===== config.mk =====
export PLATFORM = sky130hd
export DESIGN_NAME = edu_tpu_wb_loader
export DESIGN_NICKNAME = d
export VERILOG_FILES = /design/src/rtl/edu_tpu_wb_loader.sv
export SDC_FILE = /design/constraint.sdc
export NUM_CORES = 1
export LEC_CHECK = 0
export BUFFER_PORTS_ARGS = -buffer_cell sky130_fd_sc_hd__buf_2
export CAP_MARGIN = 20
export CORE_MARGIN = 2
export CORE_UTILIZATION = 50
export DETAILED_ROUTE_END_ITERATION = 8
export GPL_TIMING_DRIVEN = 0
export PLACE_DENSITY_LB_ADDON = 0.15
export SETUP_SLACK_MARGIN = 0.1
export SLEW_MARGIN = 20
export SYNTH_ARGS = -nofsm -noshare
export SYNTH_HDL_FRONTEND = slang
export SYNTH_SLANG_ARGS = --single-unit

===== constraint.sdc =====
create_clock -name clk -period 3.1 [get_ports clk]
set_input_delay 0.31 -clock clk [delete_from_list [all_inputs] [get_ports clk]]
set_output_delay 0.31 -clock clk [all_outputs]
set_load 0.01 [all_outputs]

===== src/rtl/edu_tpu_wb_loader.sv =====
// Wishbone job sequencer for the edu TPU: streams weight and input words from a
// 4-entry load buffer to BASE_ADDRESS, waits DRAIN cycles, then reads back results.
module edu_tpu_wb_loader #(
  parameter logic [31:0] BASE_ADDRESS = 32'h3000_0000,
  parameter int          N_WGT        = 3,
  parameter int          N_IN         = 6,
  parameter int          N_OUT        = 5,
  parameter int          DRAIN        = 40,
  parameter int          TMO          = 255
) (
  input  logic        clk,
  input  logic        rst_n,
  input  logic        start,
  input  logic        ld_valid,
  input  logic [31:0] ld_data,
  output logic        ld_ready,
  output logic        res_valid,
  output logic [31:0] res_data,
  output logic [2:0]  res_idx,
  output logic        busy,
  output logic        done,
  output logic        error,
  output logic        wbm_cyc_o,
  output logic        wbm_stb_o,
  output logic        wbm_we_o,
  output logic [3:0]  wbm_sel_o,
  output logic [31:0] wbm_adr_o,
  output logic [31:0] wbm_dat_o,
  input  logic [31:0] wbm_dat_i,
  input  logic        wbm_ack_i,
  output logic [2:0]  dbg_state
);

  localparam int DW = (DRAIN > 0) ? $clog2(DRAIN + 1) : 1;

  typedef enum logic [2:0] {
    S_IDLE, S_WR_W, S_WR_I, S_DRAIN, S_RD, S_GAP, S_DONE, S_ERR
  } state_t;

  state_t          state;
  state_t          ret_state;
  logic [3:0]      word_cnt;
  logic [7:0]      tmo_cnt;
  logic [DW-1:0]   drain_cnt;

  // Load buffer: a word is taken on any cycle where ld_valid && ld_ready.
  logic [31:0] mem [0:3];
  logic [1:0]  wr_ptr;
  logic [1:0]  rd_ptr;
  logic [2:0]  count;
  logic        push;
  logic        pop;
  logic        fifo_empty;

  assign ld_ready   = (count != 3'd4);
  assign fifo_empty = (count == 3'd0);
  assign push       = ld_valid && ld_ready;
  assign pop        = wbm_stb_o && wbm_ack_i && wbm_we_o &&
                      ((state == S_WR_W) || (state == S_WR_I));

  always_ff @(posedge clk) begin
    if (push) mem[wr_ptr] <= ld_data;
  end

  always_ff @(posedge clk or negedge rst_n) begin
    if (!rst_n) begin
      wr_ptr <= 2'd0;
      rd_ptr <= 2'd0;
      count  <= 3'd0;
    end else begin
      if (push) wr_ptr <= wr_ptr + 2'd1;
      if (pop)  rd_ptr <= rd_ptr + 2'd1;
      case ({push, pop})
        2'b10:   count <= count + 3'd1;
        2'b01:   count <= count - 3'd1;
        default: count <= count;
      endcase
    end
  end

  assign busy      = (state != S_IDLE) && (state != S_DONE) && (state != S_ERR);
  assign done      = (state == S_DONE);
  assign error     = (state == S_ERR);
  assign dbg_state = state;

  always_ff @(posedge clk or negedge rst_n) begin
    if (!rst_n) begin
      state     <= S_IDLE;
      ret_state <= S_IDLE;
      word_cnt  <= 4'd0;
      tmo_cnt   <= 8'd0;
      drain_cnt <= '0;
      wbm_cyc_o <= 1'b0;
      wbm_stb_o <= 1'b0;
      wbm_we_o  <= 1'b0;
      wbm_sel_o <= 4'h0;
      wbm_adr_o <= 32'h0;
      wbm_dat_o <= 32'h0;
      res_valid <= 1'b0;
      res_data  <= 32'h0;
      res_idx   <= 3'd0;
    end else begin
      res_valid <= 1'b0;
      case (state)
        S_IDLE: begin
          if (start) begin
            state     <= S_WR_W;
            word_cnt  <= 4'd0;
            tmo_cnt   <= 8'd0;
            drain_cnt <= '0;
          end
        end
        S_WR_W, S_WR_I: begin
          // An ack only counts while strobe is up; a lingering ack is ignored.
          if (!wbm_stb_o) begin
            if (!fifo_empty) begin
              wbm_cyc_o <= 1'b1;
              wbm_stb_o <= 1'b1;
              wbm_we_o  <= 1'b1;
              wbm_sel_o <= 4'hF;
              wbm_adr_o <= BASE_ADDRESS;
              wbm_dat_o <= mem[rd_ptr];
              tmo_cnt   <= 8'd0;
            end
          end else if (wbm_ack_i) begin
            wbm_cyc_o <= 1'b0;
            wbm_stb_o <= 1'b0;
            tmo_cnt   <= 8'd0;
            state     <= S_GAP;
            if (state == S_WR_W) begin
              if (word_cnt == 4'(N_WGT - 1)) begin
                word_cnt  <= 4'd0;
                ret_state <= S_WR_I;
              end else begin
                word_cnt  <= word_cnt + 4'd1;
                ret_state <= S_WR_W;
              end
            end else begin
              if (word_cnt == 4'(N_IN - 1)) begin
                word_cnt  <= 4'd0;
                drain_cnt <= '0;
                ret_state <= S_DRAIN;
              end else begin
                word_cnt  <= word_cnt + 4'd1;
                ret_state <= S_WR_I;
              end
            end
          end else if (tmo_cnt == 8'(TMO - 1)) begin
            wbm_cyc_o <= 1'b0;
            wbm_stb_o <= 1'b0;
            state     <= S_ERR;
          end else begin
            tmo_cnt <= tmo_cnt + 8'd1;
          end
        end
        S_DRAIN: begin
          if (drain_cnt == DW'(DRAIN - 1)) state <= S_RD;
          else drain_cnt <= drain_cnt + 1'b1;
        end
        S_RD: begin
          if (!wbm_stb_o) begin
            wbm_cyc_o <= 1'b1;
            wbm_stb_o <= 1'b1;
            wbm_we_o  <= 1'b0;
            wbm_sel_o <= 4'hF;
            wbm_adr_o <= BASE_ADDRESS;
            tmo_cnt   <= 8'd0;
          end else if (wbm_ack_i) begin
            wbm_cyc_o <= 1'b0;
            wbm_stb_o <= 1'b0;
            tmo_cnt   <= 8'd0;
            res_valid <= 1'b1;
            res_data  <= wbm_dat_i;
            res_idx   <= word_cnt[2:0];
            state     <= S_GAP;
            if (word_cnt == 4'(N_OUT - 1)) begin
              ret_state <= S_DONE;
            end else begin
              word_cnt  <= word_cnt + 4'd1;
              ret_state <= S_RD;
            end
          end else if (tmo_cnt == 8'(TMO - 1)) begin
            wbm_cyc_o <= 1'b0;
            wbm_stb_o <= 1'b0;
            state     <= S_ERR;
          end else begin
            tmo_cnt <= tmo_cnt + 8'd1;
          end
        end
        S_GAP:   state <= ret_state;
        S_DONE:  state <= S_IDLE;
        S_ERR:   state <= S_ERR;
        default: state <= S_IDLE;
      endcase
    end
  end

endmodule

After elaboration in Yosys (flattened, before gate mapping)
Memories as Yosys holds them, arrays and structs flattened. A register that Yosys moved wholly into a read port is not among the register bits. Cells that the tools add are included.

Bits in registers: 106. Memory bits (writable): 128. Bits of input ports: 69. Output and inout port bits: 114. Logic and storage cells: 153. Memories: 1.

Memories: mem (depth 4, bits a word 32, read ports 1, clocked after Yosys merged registers in 1, wr ports 1, RTL line 47) `logic [31:0] mem [0:3];`.

$add $sub $neg: 7. Equal/unequal tests: 33. Mux-type cells: 68. Bitwise operators: 2. Reduce and logical (&&, ||, !) cells: 26.

Operator list (count): $mux W32 (3); $pmux W32 S2 (1); $mux W4 (12); $mux W8 (6); $mux W6 (6); $mux W3 (10); $ne A2 B2 Y1 const B (13); $pmux W8 S3 (1); $mux W1 (18); $pmux W3 S6 (1); $pmux W6 S3 (1); $reduce_and A7 Y1 (2); $eq A3 B3 Y1 const B (4); $ne A3 B3 Y1 const B (4); $pmux W3 S2 (2); $pmux W4 S3 (1); $reduce_and A3 Y1 (3); $reduce_bool A3 Y1 (3); $add A8 B1 Y8 const B (1); $eq A4 B3 Y1 const B (2); $eq A8 B8 Y1 const B (1); $pmux W4 S2 (1); $reduce_and A4 Y1 (2); $add A6 B1 Y6 const B (1); 24 further kinds (37).

Logic depth before layout (Yosys ltp)
Gate-level depths: netlist of the first run.

Word-level depth: 6. Gate-level depth with buffers: 10.

Worst setup path after synthesis of the first run
Ideal clock, no wire load.

Path type: flip-flop to flip-flop. From: reg state[0], in the netlist dbg_state[0]. To: reg count[2]. Library setup time: 0.079 ns. Data arrival time: 2.194 ns. Path slack: 0.826 ns. Stages on the path, launching flop included: 10. Buffers on the path: 1. Cells stage by stage: dfrtp_1 buf_2 xor2_1 nor4b_2 ha_1 inv_1 fa_1 xor2_1 nor2_1 xor2_1.

Word-level cells in the longest chain between the ends: 5.

RTL lines: start, declared (RTL line 40) `state_t state;`; start signal, assigned (RTL line 190) `S_GAP: state <= ret_state;`; $eq A3 B1 Y1 or $eq A3 B2 Y1 (tied branches) (RTL line 59) `((state == S_WR_W) || (state == S_WR_I));`; $logic_or A1 B1 Y1 * (RTL line 59); $logic_and A1 B1 Y1 * (RTL line 58) `assign pop = wbm_stb_o && wbm_ack_i && wbm_we_o &&`; net pop (RTL line 52) `logic pop;`; $eq A2 B1 Y1 or $eq A2 B2 Y1 (tied branches) (RTL line 73) `case ({push, pop})`; $pmux W3 S2 or $reduce_bool A2 Y1 (tied branches); end signal, assigned (RTL line 74) `2'b10: count <= count + 3'd1;`; end signal, assigned (RTL line 75) `2'b01: count <= count - 3'd1;`; end signal, assigned (RTL line 76) `default: count <= count;`; end, declared (RTL line 50) `logic [2:0] count;`.

Mark *: on every way through the listed nets, which the timed path passes. The rest lies on a longest branch. A chain may end at the register's enable or synchronous reset.

Worst setup path after layout of the first run
From: reg state[1], in the netlist dbg_state[1]. To: out error.

Word-level cells in the longest chain between the ends: 1.

RTL lines: $eq A3 B3 Y1 (RTL line 83) `assign error = (state == S_ERR);`; end, declared (RTL line 22) `output logic error,`.

Every way passes these cells.

==> metrics.txt, run 1 <==
# TYPE chip_impl_metric gauge
chip_impl_info{name="cp-end-kind",value="output port"} 1
chip_impl_metric{name="cts.sink_count",unit=""} 231
chip_impl_info{name="cts.root.buffer_cell",value="clkbuf_16"} 1
chip_impl_metric{name="irDropWorstVdd",unit="mV"} 0.578
chip_impl_metric{name="fin_nets",unit=""} 1038
chip_impl_info{name="ys.flop_type",value="edfxtp_1"} 1
chip_impl_metric{name="yosys_warnings",unit=""} 0
chip_impl_metric{name="maxSlewViolCount",unit=""} 0
chip_impl_metric{name="power_switching",unit="W"} 0.00367
chip_impl_metric{name="finalClockSkew",unit="ps"} 9.62
chip_impl_metric{name="htreeDepth",unit=""} 1
chip_impl_metric{name="power_density",unit="nW/um^2"} 907
chip_impl_metric{name="cts.repair_timing.setup_buffer_count",unit=""} 0
chip_impl_metric{name="clk_pin_slew_worst_setup_hold_paths",unit="ps"} 60
chip_impl_metric{name="maxClockFrequency",unit="MHz"} 372
chip_impl_metric{name="start_util",unit=""} 0.512
chip_impl_metric{name="timing.critical_path.required",unit="ps"} 2790
chip_impl_metric{name="finalHoldViolations",unit=""} 0
chip_impl_info{name="rsz0062_at_grt",value="no"} 1
chip_impl_metric{name="globalplace.congestion",unit=""} 0.868
chip_impl_info{name="clock_tree_from_tritoncts",value="done"} 1
chip_impl_info{name="timing_worst_setup_path_type",value="register to output port"} 1
chip_impl_metric{name="rows",unit=""} 50
chip_impl_metric{name="antenna-diode-count",unit=""} 0
chip_impl_metric{name="hpwlAfterDp",unit="um"} 13700
chip_impl_metric{name="drtAntennaViolNets",unit=""} 0
chip_impl_metric{name="drive_above_1_share",unit=""} 0.320
chip_impl_metric{name="power_leakage",unit="nW"} 5.27
chip_impl_metric{name="post_synthesis_mean_instance_area",unit="sq um"} 14.1
chip_impl_metric{name="postSynth.asyncResetShare",unit=""} 0.446
chip_impl_metric{name="design.die.area",unit="sq um"} 20400
chip_impl_metric{name="viasPerCell",unit=""} 5.18
chip_impl_metric{name="tritoncts.num_buffers",unit=""} 25
chip_impl_metric{name="r2r.worst_path.cells",unit=""} 9
chip_impl_info{name="timing.hold.worst.class",value="primary input to register"} 1
chip_impl_info{name="r2r-end",value="count[2]"} 1
chip_impl_metric{name="flow.area_growth_from_synthesis",unit="%"} 27.8
chip_impl_metric{name="routed-via-count",unit=""} 6267
chip_impl_metric{name="wl",unit="um"} 20600
chip_impl_metric{name="instance_count_along_the_most_critical_hold_path",unit=""} 3
chip_impl_metric{name="data_arrival_at_the_endpoint_of_the_critical_path",unit="ps"} 2380
chip_impl_metric{name="maxCapViolations",unit=""} 0
chip_impl_metric{name="post_synth_instance_area",unit="sq um"} 9610
chip_impl_metric{name="worst-slew-pin-transition",unit="ps"} 827
chip_impl_metric{name="routed_wire_length_per_instance",unit="um"} 17.0
chip_impl_metric{name="period_minus_slack",unit="ps"} 2690
chip_impl_info{name="min_delay_worst_endpoint",value="res_data[10]"} 1
chip_impl_metric{name="comb_power_share",unit=""} 0.343
chip_impl_metric{name="floorplan.core_area",unit="sq um"} 18800
chip_impl_info{name="synth.largest_area_cell",value="edfxtp_1"} 1
chip_impl_metric{name="gr-total-overflow",unit=""} 0
chip_impl_info{name="most-common-layout-cells",value="buf_2 (161), nand2_1 (133), edfxtp_1 (128)"} 1
chip_impl_info{name="synth_area_leaders",value="edfxtp_1 (40%), dfrtp_1 (27%), mux4_2 (7.5%)"} 1
chip_impl_metric{name="layoutNonFillerInstCount",unit=""} 1209
chip_impl_metric{name="synth_cell_types",unit=""} 56
chip_impl_metric{name="grt_usage",unit=""} 0.205
chip_impl_metric{name="finalCritPeriodShare",unit=""} 0.868
chip_impl_metric{name="crit_fanout",unit=""} 10
chip_impl_metric{name="pwr-share-clk",unit=""} 0.247
chip_impl_info{name="mostFrequentLayoutCell",value="buf_2"} 1
chip_impl_metric{name="yosysSeqAreaShare",unit=""} 0.668
chip_impl_info{name="start_kind",value="register"} 1
chip_impl_metric{name="dr.first_iter.drc_count",unit=""} 455
chip_impl_metric{name="initial_antenna_violation_count",unit=""} 0
chip_impl_metric{name="finalSetupTns",unit="ps"} 0
chip_impl_metric{name="post-synth-top-area-fraction",unit=""} 0.400
chip_impl_metric{name="boundaryPins",unit=""} 183
chip_impl_info{name="hold_path_startpoint",value="wbm_dat_i[10]"} 1
chip_impl_metric{name="dieHeight",unit="um"} 143
chip_impl_metric{name="pwr-share-seq",unit=""} 0.410
chip_impl_metric{name="power.switching_fraction",unit=""} 0.329
chip_impl_metric{name="synth_seq_cells",unit=""} 231
chip_impl_info{name="outcome",value="completed"} 1
chip_impl_metric{name="number_of_instances_in_the_placed_design",unit=""} 1102
chip_impl_metric{name="syn_inst",unit=""} 682
chip_impl_metric{name="number_of_input_and_output_port_buffers_inserted",unit=""} 152
chip_impl_metric{name="drc",unit=""} 0
chip_impl_metric{name="first_pass_grt_wire_length",unit="um"} 32600
chip_impl_metric{name="timing.slew.headroom",unit=""} 0.449
chip_impl_metric{name="cts.path.max_buffers",unit=""} 3
chip_impl_info{name="r2r-start",value="dbg_state[0]"} 1
chip_impl_metric{name="ff2ff_setup_slack",unit="ps"} 540
chip_impl_metric{name="grt_max_degree",unit=""} 63
chip_impl_metric{name="setup_viol",unit=""} 0
chip_impl_metric{name="clk-insertion-delay-late",unit="ps"} 520
chip_impl_metric{name="die_width",unit="um"} 143
chip_impl_metric{name="count_of_flip_flops_with_a_built_in_enable_after_synthesis",unit=""} 128
chip_impl_metric{name="intPower",unit="W"} 0.00748
chip_impl_metric{name="detailed_routing_iteration_count_for_the_pre_antenna_repair_pass",unit=""} 4
chip_impl_metric{name="number_of_global_route_vias_before_repair",unit=""} 6492
[worst max-delay path by stage]
stage / from / endpoint / slack (ps) / cells after the start
final: dbg_state[1] / error / 410 / 5
after CTS: dbg_state[1] / error / 460 / 5
after global placement: rst_n / wbm_dat_o[5] / 440 / 1
after global routing: dbg_state[1] / error / 270 / 5
after floorplan: dbg_state[0] / count[2] / 830 / 9
after detailed placement: dbg_state[0] / count[2] / 560 / 9
[cell type report]
class | count | area [sq um]
multi-input combinational | 396 | 2840
clock buffer | 29 | 641
inverter | 19 | 71.3
tap | 234 | 293
clock inverter | 17 | 121
sequential | 231 | 6420
fill | 1346 | 6480
buffer | 65 | 395
timing repair buffer | 218 | 1500
[power groups by stage]
stage / logic (W) / clock network (W) / registers (W)
floorplan: 0.00232 / 0 / 0.00475
global placement: 0.00360 / 0 / 0.00459
CTS: 0.00387 / 0.00281 / 0.00458
finish: 0.00382 / 0.00275 / 0.00457
detailed placement: 0.00380 / 0 / 0.00463
global route: 0.00424 / 0.00294 / 0.00466
[sequential cells by signal (all words and copies together) (netlist names)]
| name | count |
|---|---|
| wbm_stb_o | 1 |
| wr_ptr | 2 |
| dbg_state | 3 |
| count | 3 |
| word_cnt | 4 |
| res_valid | 1 |
| wbm_dat_o | 32 |
| mem | 128 |
| wbm_sel_o | 1 |
| drain_cnt | 6 |
| rd_ptr | 2 |
| res_data | 32 |
| ret_state | 3 |
| tmo_cnt | 8 |
| res_idx | 3 |
| wbm_cyc_o | 1 |
| wbm_we_o | 1 |
[worst max-delay path, stage by stage, from the launching register on]
cell and delay (ps):
dfrtp_1 430, buf_2 230, buf_1 370, clkbuf_1 460
and3_1 250, buf_2 130
[routing by layer]
metal | routed length (um) | track usage
met5 | 0 | 0
met4 | 430 | 0.0537
met3 | 1330 | 0.0409
met2 | 10500 | 0.371
met1 | 8310 | 0.252
[synth_stat cells (3+ instances only)]
master / n
xor2_1: 6
o22ai_1: 3
buf_2: 10
nand3_1: 11
xnor2_1: 4
edfxtp_1: 128
mux4_2: 32
nor2b_1: 3
o21ai_0: 29
mux2_2: 32
inv_1: 19
nor3_1: 7
ha_1: 12
a21o_1: 3
dfrtp_1: 103
nor4_1: 3
nand2_1: 133
a31oi_1: 3
and3_1: 9
o31ai_1: 3
a21oi_1: 18
clkbuf_1: 15
and2_1: 3
nor2_1: 12
buf_1: 4
or3_1: 7
buf_4: 35
nand2b_1: 3
[cells by family (layout without fill, tap and decap cells)]
| kind of cell | count (synthesis) | count (layout) | share of synthesized area |
|---|---|---|---|
| other | 1 | 30 | 0.000390 |
| XOR/XNOR | 10 | 10 | 0.00911 |
| AND/OR/NAND/NOR | 200 | 200 | 0.0920 |
| buffers and inverters | 84 | 348 | 0.0485 |
| multiplexers | 64 | 64 | 0.112 |
| flip-flops | 231 | 231 | 0.668 |
| adder cells (fa/ha/maj) | 13 | 13 | 0.0177 |
| AO/OA/AOI/OAI | 79 | 79 | 0.0519 |
[through the flow]
stage	hold WS (ps)	power, W	worst slack [ps]	utilization	instance area, sq um
floorplan	14.4	0.00707	826	-	9720
global placement	452	0.00819	439	0.574	10800
detailed placement	280	0.00843	561	0.581	10900
CTS	0.544	0.0113	462	0.654	12300
global route	10.0	0.0118	269	0.654	12300
finish	17.2	0.0111	408	0.654	12300
[repair_timing]
action	4_1_cts	5_1_grt
hold buffers	61	0
endpoints found under the hold margin	190	0
gates resized for setup	0	0
setup endpoints to repair	0	0
No activity file was read; power rests on OpenSTA's default activity.
==> run 2: changes to the inputs <==
--- a/config.mk
+++ b/config.mk
@@ -10,7 +10,6 @@
 export CORE_MARGIN = 2
 export CORE_UTILIZATION = 50
 export DETAILED_ROUTE_END_ITERATION = 8
-export GPL_TIMING_DRIVEN = 0
 export PLACE_DENSITY_LB_ADDON = 0.15
 export SETUP_SLACK_MARGIN = 0.1
 export SLEW_MARGIN = 20
==> run 2 against run 1 <==
  * Fmax rose by 11%
  * Die area did not move
  * Worst hold slack got worse by 1.3 ps
  * Sequential share of layout area rose by 1.4 points
  * Clock skew rose by 7.6 ps
  * Count of clock-buffer cells in the layout rose by 1
  * Power rose by 2.1%
  * Largest cell class unchanged
  * Final cell count fell by 5.1%
==> metrics.txt, run 2 (synthesized netlist as in run 1, its figures left out) <==
# TYPE chip_impl_metric gauge
chip_impl_metric{name="drive_above_1_share",unit=""} 0.309
chip_impl_info{name="cts.root.buffer_cell",value="clkbuf_16"} 1
chip_impl_metric{name="number_of_input_and_output_port_buffers_inserted",unit=""} 152
chip_impl_metric{name="maxClockFrequency",unit="MHz"} 411
chip_impl_metric{name="dieHeight",unit="um"} 143
chip_impl_info{name="clock_tree_from_tritoncts",value="done"} 1
chip_impl_metric{name="clk-insertion-delay-late",unit="ps"} 520
chip_impl_metric{name="power_density",unit="nW/um^2"} 951
chip_impl_metric{name="wl",unit="um"} 19700
chip_impl_metric{name="timing.slew.headroom",unit=""} 0.385
chip_impl_metric{name="grt_max_degree",unit=""} 61
chip_impl_metric{name="instance_count_along_the_most_critical_hold_path",unit=""} 3
chip_impl_metric{name="cts.repair.resized",unit=""} 0
chip_impl_metric{name="ff2ff_setup_slack",unit="ps"} 670
chip_impl_info{name="start_kind",value="register"} 1
chip_impl_metric{name="cts.repair_timing.setup_buffer_count",unit=""} 0
chip_impl_metric{name="gr-total-overflow",unit=""} 0
chip_impl_metric{name="crit_fanout",unit=""} 14
chip_impl_info{name="registers.top_by_ff_count",value="mem"} 1
chip_impl_metric{name="final_cell_area",unit="sq um"} 12000
chip_impl_metric{name="routed-via-count",unit=""} 6050
chip_impl_metric{name="floorplan.core_area",unit="sq um"} 18800
chip_impl_info{name="r2r-end",value="count[2]"} 1
chip_impl_metric{name="cts.sink_count",unit=""} 231
chip_impl_metric{name="first_pass_grt_wire_length",unit="um"} 31300
chip_impl_info{name="most-common-layout-cells",value="buf_2 (151), nand2_1 (133), edfxtp_1 (128)"} 1
chip_impl_metric{name="r2r.worst_path.cells",unit=""} 8
chip_impl_info{name="timing.hold.worst.class",value="primary input to register"} 1
chip_impl_metric{name="placed_cell_area",unit="sq um"} 10500
chip_impl_metric{name="number_of_global_route_vias_before_repair",unit=""} 6106
chip_impl_metric{name="die_width",unit="um"} 143
chip_impl_metric{name="htreeDepth",unit=""} 1
chip_impl_metric{name="rows",unit=""} 50
chip_impl_metric{name="start_util",unit=""} 0.512
chip_impl_metric{name="initial_antenna_violation_count",unit=""} 0
chip_impl_metric{name="clk_pin_slew_worst_setup_hold_paths",unit="ps"} 60
chip_impl_metric{name="worst-slew-pin-transition",unit="ps"} 923
chip_impl_metric{name="timing.critical_path.required",unit="ps"} 3540
chip_impl_metric{name="tritoncts.num_buffers",unit=""} 25
chip_impl_metric{name="period_minus_slack",unit="ps"} 2430
chip_impl_info{name="rsz0062_at_grt",value="no"} 1
chip_impl_metric{name="boundaryPins",unit=""} 183
chip_impl_metric{name="finalHoldViolations",unit=""} 0
chip_impl_metric{name="finalSetupTns",unit="ps"} 0
chip_impl_metric{name="power_leakage",unit="nW"} 5.09
chip_impl_metric{name="finalClockSkew",unit="ps"} 17.2
chip_impl_metric{name="cts.path.max_buffers",unit=""} 3
chip_impl_metric{name="largest_register_ff_count",unit=""} 128
chip_impl_metric{name="grt_usage",unit=""} 0.196
chip_impl_metric{name="drtAntennaViolNets",unit=""} 0
chip_impl_metric{name="globalplace.congestion",unit=""} 0.844
chip_impl_info{name="min_delay_worst_endpoint",value="res_data[10]"} 1
chip_impl_info{name="cp-end-kind",value="register"} 1
chip_impl_metric{name="fin_nets",unit=""} 976
chip_impl_info{name="mostFrequentLayoutCell",value="buf_2"} 1
chip_impl_metric{name="routed_wire_length_per_instance",unit="um"} 17.2
chip_impl_metric{name="setup_viol",unit=""} 0
chip_impl_metric{name="dr.first_iter.drc_count",unit=""} 424
chip_impl_metric{name="irDropWorstVdd",unit="mV"} 0.568
chip_impl_info{name="r2r-start",value="wbm_stb_o"} 1
chip_impl_info{name="hold_path_startpoint",value="wbm_dat_i[10]"} 1
chip_impl_metric{name="antenna-diode-count",unit=""} 0
chip_impl_metric{name="hpwlAfterDp",unit="um"} 12300
chip_impl_metric{name="design.die.area",unit="sq um"} 20400
chip_impl_metric{name="data_arrival_at_the_endpoint_of_the_critical_path",unit="ps"} 2870
chip_impl_metric{name="viasPerCell",unit=""} 5.27
chip_impl_info{name="outcome",value="completed"} 1
chip_impl_metric{name="flow.area_growth_from_synthesis",unit="%"} 24.6
chip_impl_info{name="timing_worst_setup_path_type",value="register to register"} 1
chip_impl_info{name="top_regs",value="mem x128, res_data x32, wbm_dat_o x32"} 1
chip_impl_metric{name="finalCritPeriodShare",unit=""} 0.784
chip_impl_metric{name="detailed_routing_iteration_count_for_the_pre_antenna_repair_pass",unit=""} 5
chip_impl_metric{name="maxSlewViolCount",unit=""} 0
chip_impl_metric{name="maxCapViolations",unit=""} 0
chip_impl_metric{name="drc",unit=""} 0
[run 2: changes by cell type in the layout (fill, tap and decap cells not counted), moves of 2 or more]
cell and delta:
bufinv_16 +4, dlygate4sd3_1 -4, buf_6 -2, dfrtp_2 +2
buf_4 -25, clkinv_1 -4, buf_1 -4, clkbuf_8 +3
dfrtp_1 -2, buf_16 -3, clkbuf_1 -17, buf_2 -10
[run 2: how the worst max path moves through the flow]
stage,startpoint,to,slack (ps)
6_report,wbm_stb_o,count[2],670
5_1_grt,wbm_stb_o,count[2],500
4_1_cts,wbm_stb_o,count[2],690
3_5_place_dp,wbm_stb_o,count[2],680
3_3_place_gp,wbm_stb_o,count[2],780
2_1_floorplan,dbg_state[0],count[2],830
[run 2: report_power, final]
group          internal [W]  switching (W)  total (W)
sequential          0.00417       0.000512    0.00468
combinational       0.00166        0.00192    0.00358
clock               0.00196        0.00116    0.00313
total               0.00779        0.00360     0.0114
[run 2: what timing repair did]
action | CTS | global route
setup endpoints to repair | 0 | 0
hold buffers | 57 | 0
endpoints found under the hold margin | 162 | 0
[run 2: final cells by class]
type	instances	area (sq um)
Fill cell	1404	6790
Sequential cell	231	6420
Multi-Input combinational cell	396	2850
Timing Repair Buffer	221	1460
Clock buffer	30	674
Tap cell	234	293
Clock inverter	16	206
Inverter	19	71.3
[run 2: per-stage QoR]
stage | total power (W) | util | hold slack [ps] | setup WS [ps] | cells
6_report | 0.0114 | 0.638 | 15.9 | 668 | 1147
4_1_cts | 0.0115 | 0.638 | 0.137 | 691 | 1147
5_1_grt | 0.0121 | 0.638 | 1.76 | 498 | 1147
3_5_place_dp | 0.00832 | 0.561 | 190 | 676 | 1044
3_3_place_gp | 0.00818 | 0.561 | 185 | 780 | 1044
2_1_floorplan | 0.00707 | - | 14.4 | 826 | 711
[run 2: worst max-delay path: stages (launching register included)]
cell,delay (ps)
dfrtp_1,580
nand2_1,200
nor4b_2,430
ha_1,260
inv_1,60
fa_1,380
xor2_1,170
nor2_1,110
xor2_1,170
[run 2: metal layers]
layer / up-vias / share of wire / global-route usage
met5: - / 0 / 0
li1: 2829 / - / -
met3: 36 / 0.061 / 0.0433
met4: 0 / 0.021 / 0.0443
met1: 2983 / 0.42 / 0.258
met2: 202 / 0.49 / 0.336
==> run 3: changes to the inputs <==
==> constraint.sdc (replaced) <==
create_clock -name clk -period 2.5 [get_ports clk]
set_input_delay 0.25 -clock clk [delete_from_list [all_inputs] [get_ports clk]]
set_output_delay 0.25 -clock clk [all_outputs]
set_load 0.01 [all_outputs]
==> run 3 against run 2 <==
  * First-iteration DRC count shrank 25%
  * Clock power rose by 17%
  * Fmax grew 6.7%
  * Clock skew shrank 7.6 ps
  * Register-to-register slack got worse by 450 ps
  * Critical endpoint unchanged
  * Largest power group unchanged
==> metrics.txt, run 3 (synthesized netlist as in run 1, its figures left out) <==
# TYPE chip_impl_metric gauge
chip_impl_metric{name="detailed_routing_iteration_count_for_the_pre_antenna_repair_pass",unit=""} 4
chip_impl_info{name="start_kind",value="register"} 1
chip_impl_info{name="cp-end-kind",value="register"} 1
chip_impl_metric{name="routed_wire_length_per_instance",unit="um"} 17.3
chip_impl_metric{name="placed_cell_area",unit="sq um"} 10700
chip_impl_metric{name="power_density",unit="nW/um^2"} 1160
chip_impl_metric{name="maxCapViolations",unit=""} 0
chip_impl_metric{name="start_util",unit=""} 0.512
chip_impl_metric{name="globalplace.congestion",unit=""} 0.803
chip_impl_metric{name="critical-path-max-stage-delay",unit="ps"} 430
chip_impl_metric{name="wl",unit="um"} 20200
chip_impl_metric{name="crit_fanout",unit=""} 4
chip_impl_info{name="rsz0062_at_grt",value="no"} 1
chip_impl_metric{name="htreeDepth",unit=""} 1
chip_impl_metric{name="final_cell_area",unit="sq um"} 12200
chip_impl_metric{name="tritoncts.num_buffers",unit=""} 25
chip_impl_metric{name="maxClockFrequency",unit="MHz"} 439
chip_impl_metric{name="design.die.area",unit="sq um"} 20400
chip_impl_metric{name="irDropWorstVdd",unit="mV"} 0.834
chip_impl_metric{name="antenna-diode-count",unit=""} 0
chip_impl_info{name="outcome",value="completed"} 1
chip_impl_metric{name="drc",unit=""} 0
chip_impl_metric{name="timing.critical_path.required",unit="ps"} 2940
chip_impl_metric{name="clk_pin_slew_worst_setup_hold_paths",unit="ps"} 60
chip_impl_metric{name="initial_antenna_violation_count",unit=""} 0
chip_impl_metric{name="finalCritPeriodShare",unit=""} 0.912
chip_impl_metric{name="worst-slew-pin-transition",unit="ps"} 761
chip_impl_metric{name="cts.path.max_buffers",unit=""} 3
chip_impl_metric{name="period_minus_slack",unit="ps"} 2280
chip_impl_metric{name="reg_area",unit="sq um"} 6420
chip_impl_metric{name="flow.area_growth_from_synthesis",unit="%"} 26.4
chip_impl_metric{name="floorplan.core_area",unit="sq um"} 18800
chip_impl_metric{name="boundaryPins",unit=""} 183
chip_impl_metric{name="finalClockSkew",unit="ps"} 9.68
chip_impl_metric{name="number_of_input_and_output_port_buffers_inserted",unit=""} 152
chip_impl_info{name="top_regs",value="mem x128, res_data x32, wbm_dat_o x32"} 1
chip_impl_metric{name="hpwlAfterDp",unit="um"} 12800
chip_impl_metric{name="drtAntennaViolNets",unit=""} 0
chip_impl_info{name="clock_tree_from_tritoncts",value="done"} 1
chip_impl_metric{name="clk-insertion-delay-late",unit="ps"} 520
chip_impl_info{name="crit_slowest_cell",value="dfrtp_1"} 1
chip_impl_metric{name="drive_above_1_share",unit=""} 0.313
chip_impl_info{name="crit_path_cell_trace",value="xor2_2 -> nor4b_2 -> ha_1 -> inv_1 -> fa_1 -> xor2_1 -> nor2_1 -> xor2_1"} 1
chip_impl_metric{name="finalSetupTns",unit="ps"} 0
chip_impl_info{name="mostFrequentLayoutCell",value="buf_2"} 1
chip_impl_info{name="cpMostUsedCell",value="xor2_1"} 1
chip_impl_metric{name="number_of_global_route_vias_before_repair",unit=""} 6244
chip_impl_metric{name="n_fill_cell",unit=""} 1360
chip_impl_info{name="cts.root.buffer_cell",value="clkbuf_16"} 1
chip_impl_metric{name="multiInputGateArea",unit="sq um"} 2860
chip_impl_metric{name="cts.sink_count",unit=""} 231
chip_impl_metric{name="grt_usage",unit=""} 0.200
chip_impl_metric{name="gr-total-overflow",unit=""} 0
chip_impl_metric{name="maxSlewViolCount",unit=""} 0
chip_impl_info{name="registers.top_by_ff_count",value="mem"} 1
chip_impl_info{name="timing_worst_setup_path_type",value="register to register"} 1
chip_impl_metric{name="fin_nets",unit=""} 993
chip_impl_metric{name="data_arrival_at_the_endpoint_of_the_critical_path",unit="ps"} 2720
chip_impl_metric{name="power_leakage",unit="nW"} 5.16
chip_impl_info{name="timing.hold.worst.class",value="primary input to register"} 1
chip_impl_metric{name="dieHeight",unit="um"} 143
chip_impl_metric{name="setup_viol",unit=""} 0
chip_impl_info{name="most-common-layout-cells",value="buf_2 (151), nand2_1 (133), edfxtp_1 (128)"} 1
chip_impl_metric{name="grt_max_degree",unit=""} 40
chip_impl_metric{name="viasPerCell",unit=""} 5.24
chip_impl_metric{name="first_pass_grt_wire_length",unit="um"} 32000
chip_impl_metric{name="rows",unit=""} 50
chip_impl_metric{name="largest_register_ff_count",unit=""} 128
chip_impl_metric{name="timing.slew.headroom",unit=""} 0.486
chip_impl_metric{name="routed-via-count",unit=""} 6101
chip_impl_metric{name="die_width",unit="um"} 143
chip_impl_metric{name="dr.first_iter.drc_count",unit=""} 318
chip_impl_metric{name="finalHoldViolations",unit=""} 0
-- run 3: changes by cell type in the layout (fill, tap and decap cells not counted), moves of 2 or more --
cell	change
buf_12	+5
bufinv_16	-2
clkinv_1	+2
buf_4	+4
dlygate4sd3_1	+8
-- run 3: metal layers --
layer	GRT usage	part of all wire	wire length, um	up-vias
li1	-	-	-	2863
met1	0.254	0.42	8440	3002
met2	0.354	0.51	10200	201
met3	0.0389	0.052	1060	35
met4	0.0500	0.021	432	0
met5	0	0	0	-
-- run 3: area by class of cell --
class                      count  share of cell area
timing repair buffer         238               0.138
inverter                      19             0.00587
multi-input combinational    396               0.235
sequential                   231               0.529
clock inverter                17              0.0142
tap                          234              0.0241
clock buffer                  29              0.0543
-- run 3: where the power goes --
part	switching, W	internal [W]
clock	0.00145	0.00221
combinational	0.00248	0.00219
sequential	0.000571	0.00517
-- run 3: timing repair --
| item | in CTS | in global routing |
|---|---|---|
| endpoints found under the setup margin | 0 | 4 |
| buffers inserted | 0 | 0 |
| endpoints found under the hold margin | 195 | 0 |
| hold buffers | 65 | 0 |
| gates resized for setup | 0 | 3 |
-- run 3: final timing paths --
kind	start	end	cells past startpoint	slack (ps)
max	dbg_state[1]	count[2]	8	220
min	ld_valid	wr_ptr[0]	3	200
max reg2reg	dbg_state[1]	count[2]	8	220
min reg2reg	res_data[11]	res_data[11]	2	470
max in group asynchronous	rst_n	res_data[27]	3	1490
min in group asynchronous	rst_n	drain_cnt[1]	2	250
-- run 3: per-stage QoR --
step / setup WS [ps] / total power [W] / hold slack (ps) / cells / util
2_1_floorplan: 226 / 0.00877 / -45.6 / 711 / -
3_3_place_gp: 328 / 0.0103 / 250 / 1053 / 0.568
3_5_place_dp: 209 / 0.0104 / 260 / 1053 / 0.568
4_1_cts: 206 / 0.0142 / 169 / 1164 / 0.647
5_1_grt: 61.4 / 0.0149 / 210 / 1164 / 0.648
6_report: 221 / 0.0141 / 196 / 1164 / 0.648
-- run 3: worst max-delay path: cells and delay by family (launching register included) --
| kind | cells | cell delay, ps |
|---|---|---|
| xor gates and xnor gates | 3 | 600 |
| DFF | 1 | 430 |
| and+or+nand+nor | 2 | 460 |
| buffers and inverters | 1 | 70 |
| adders and majority gates | 2 | 630 |
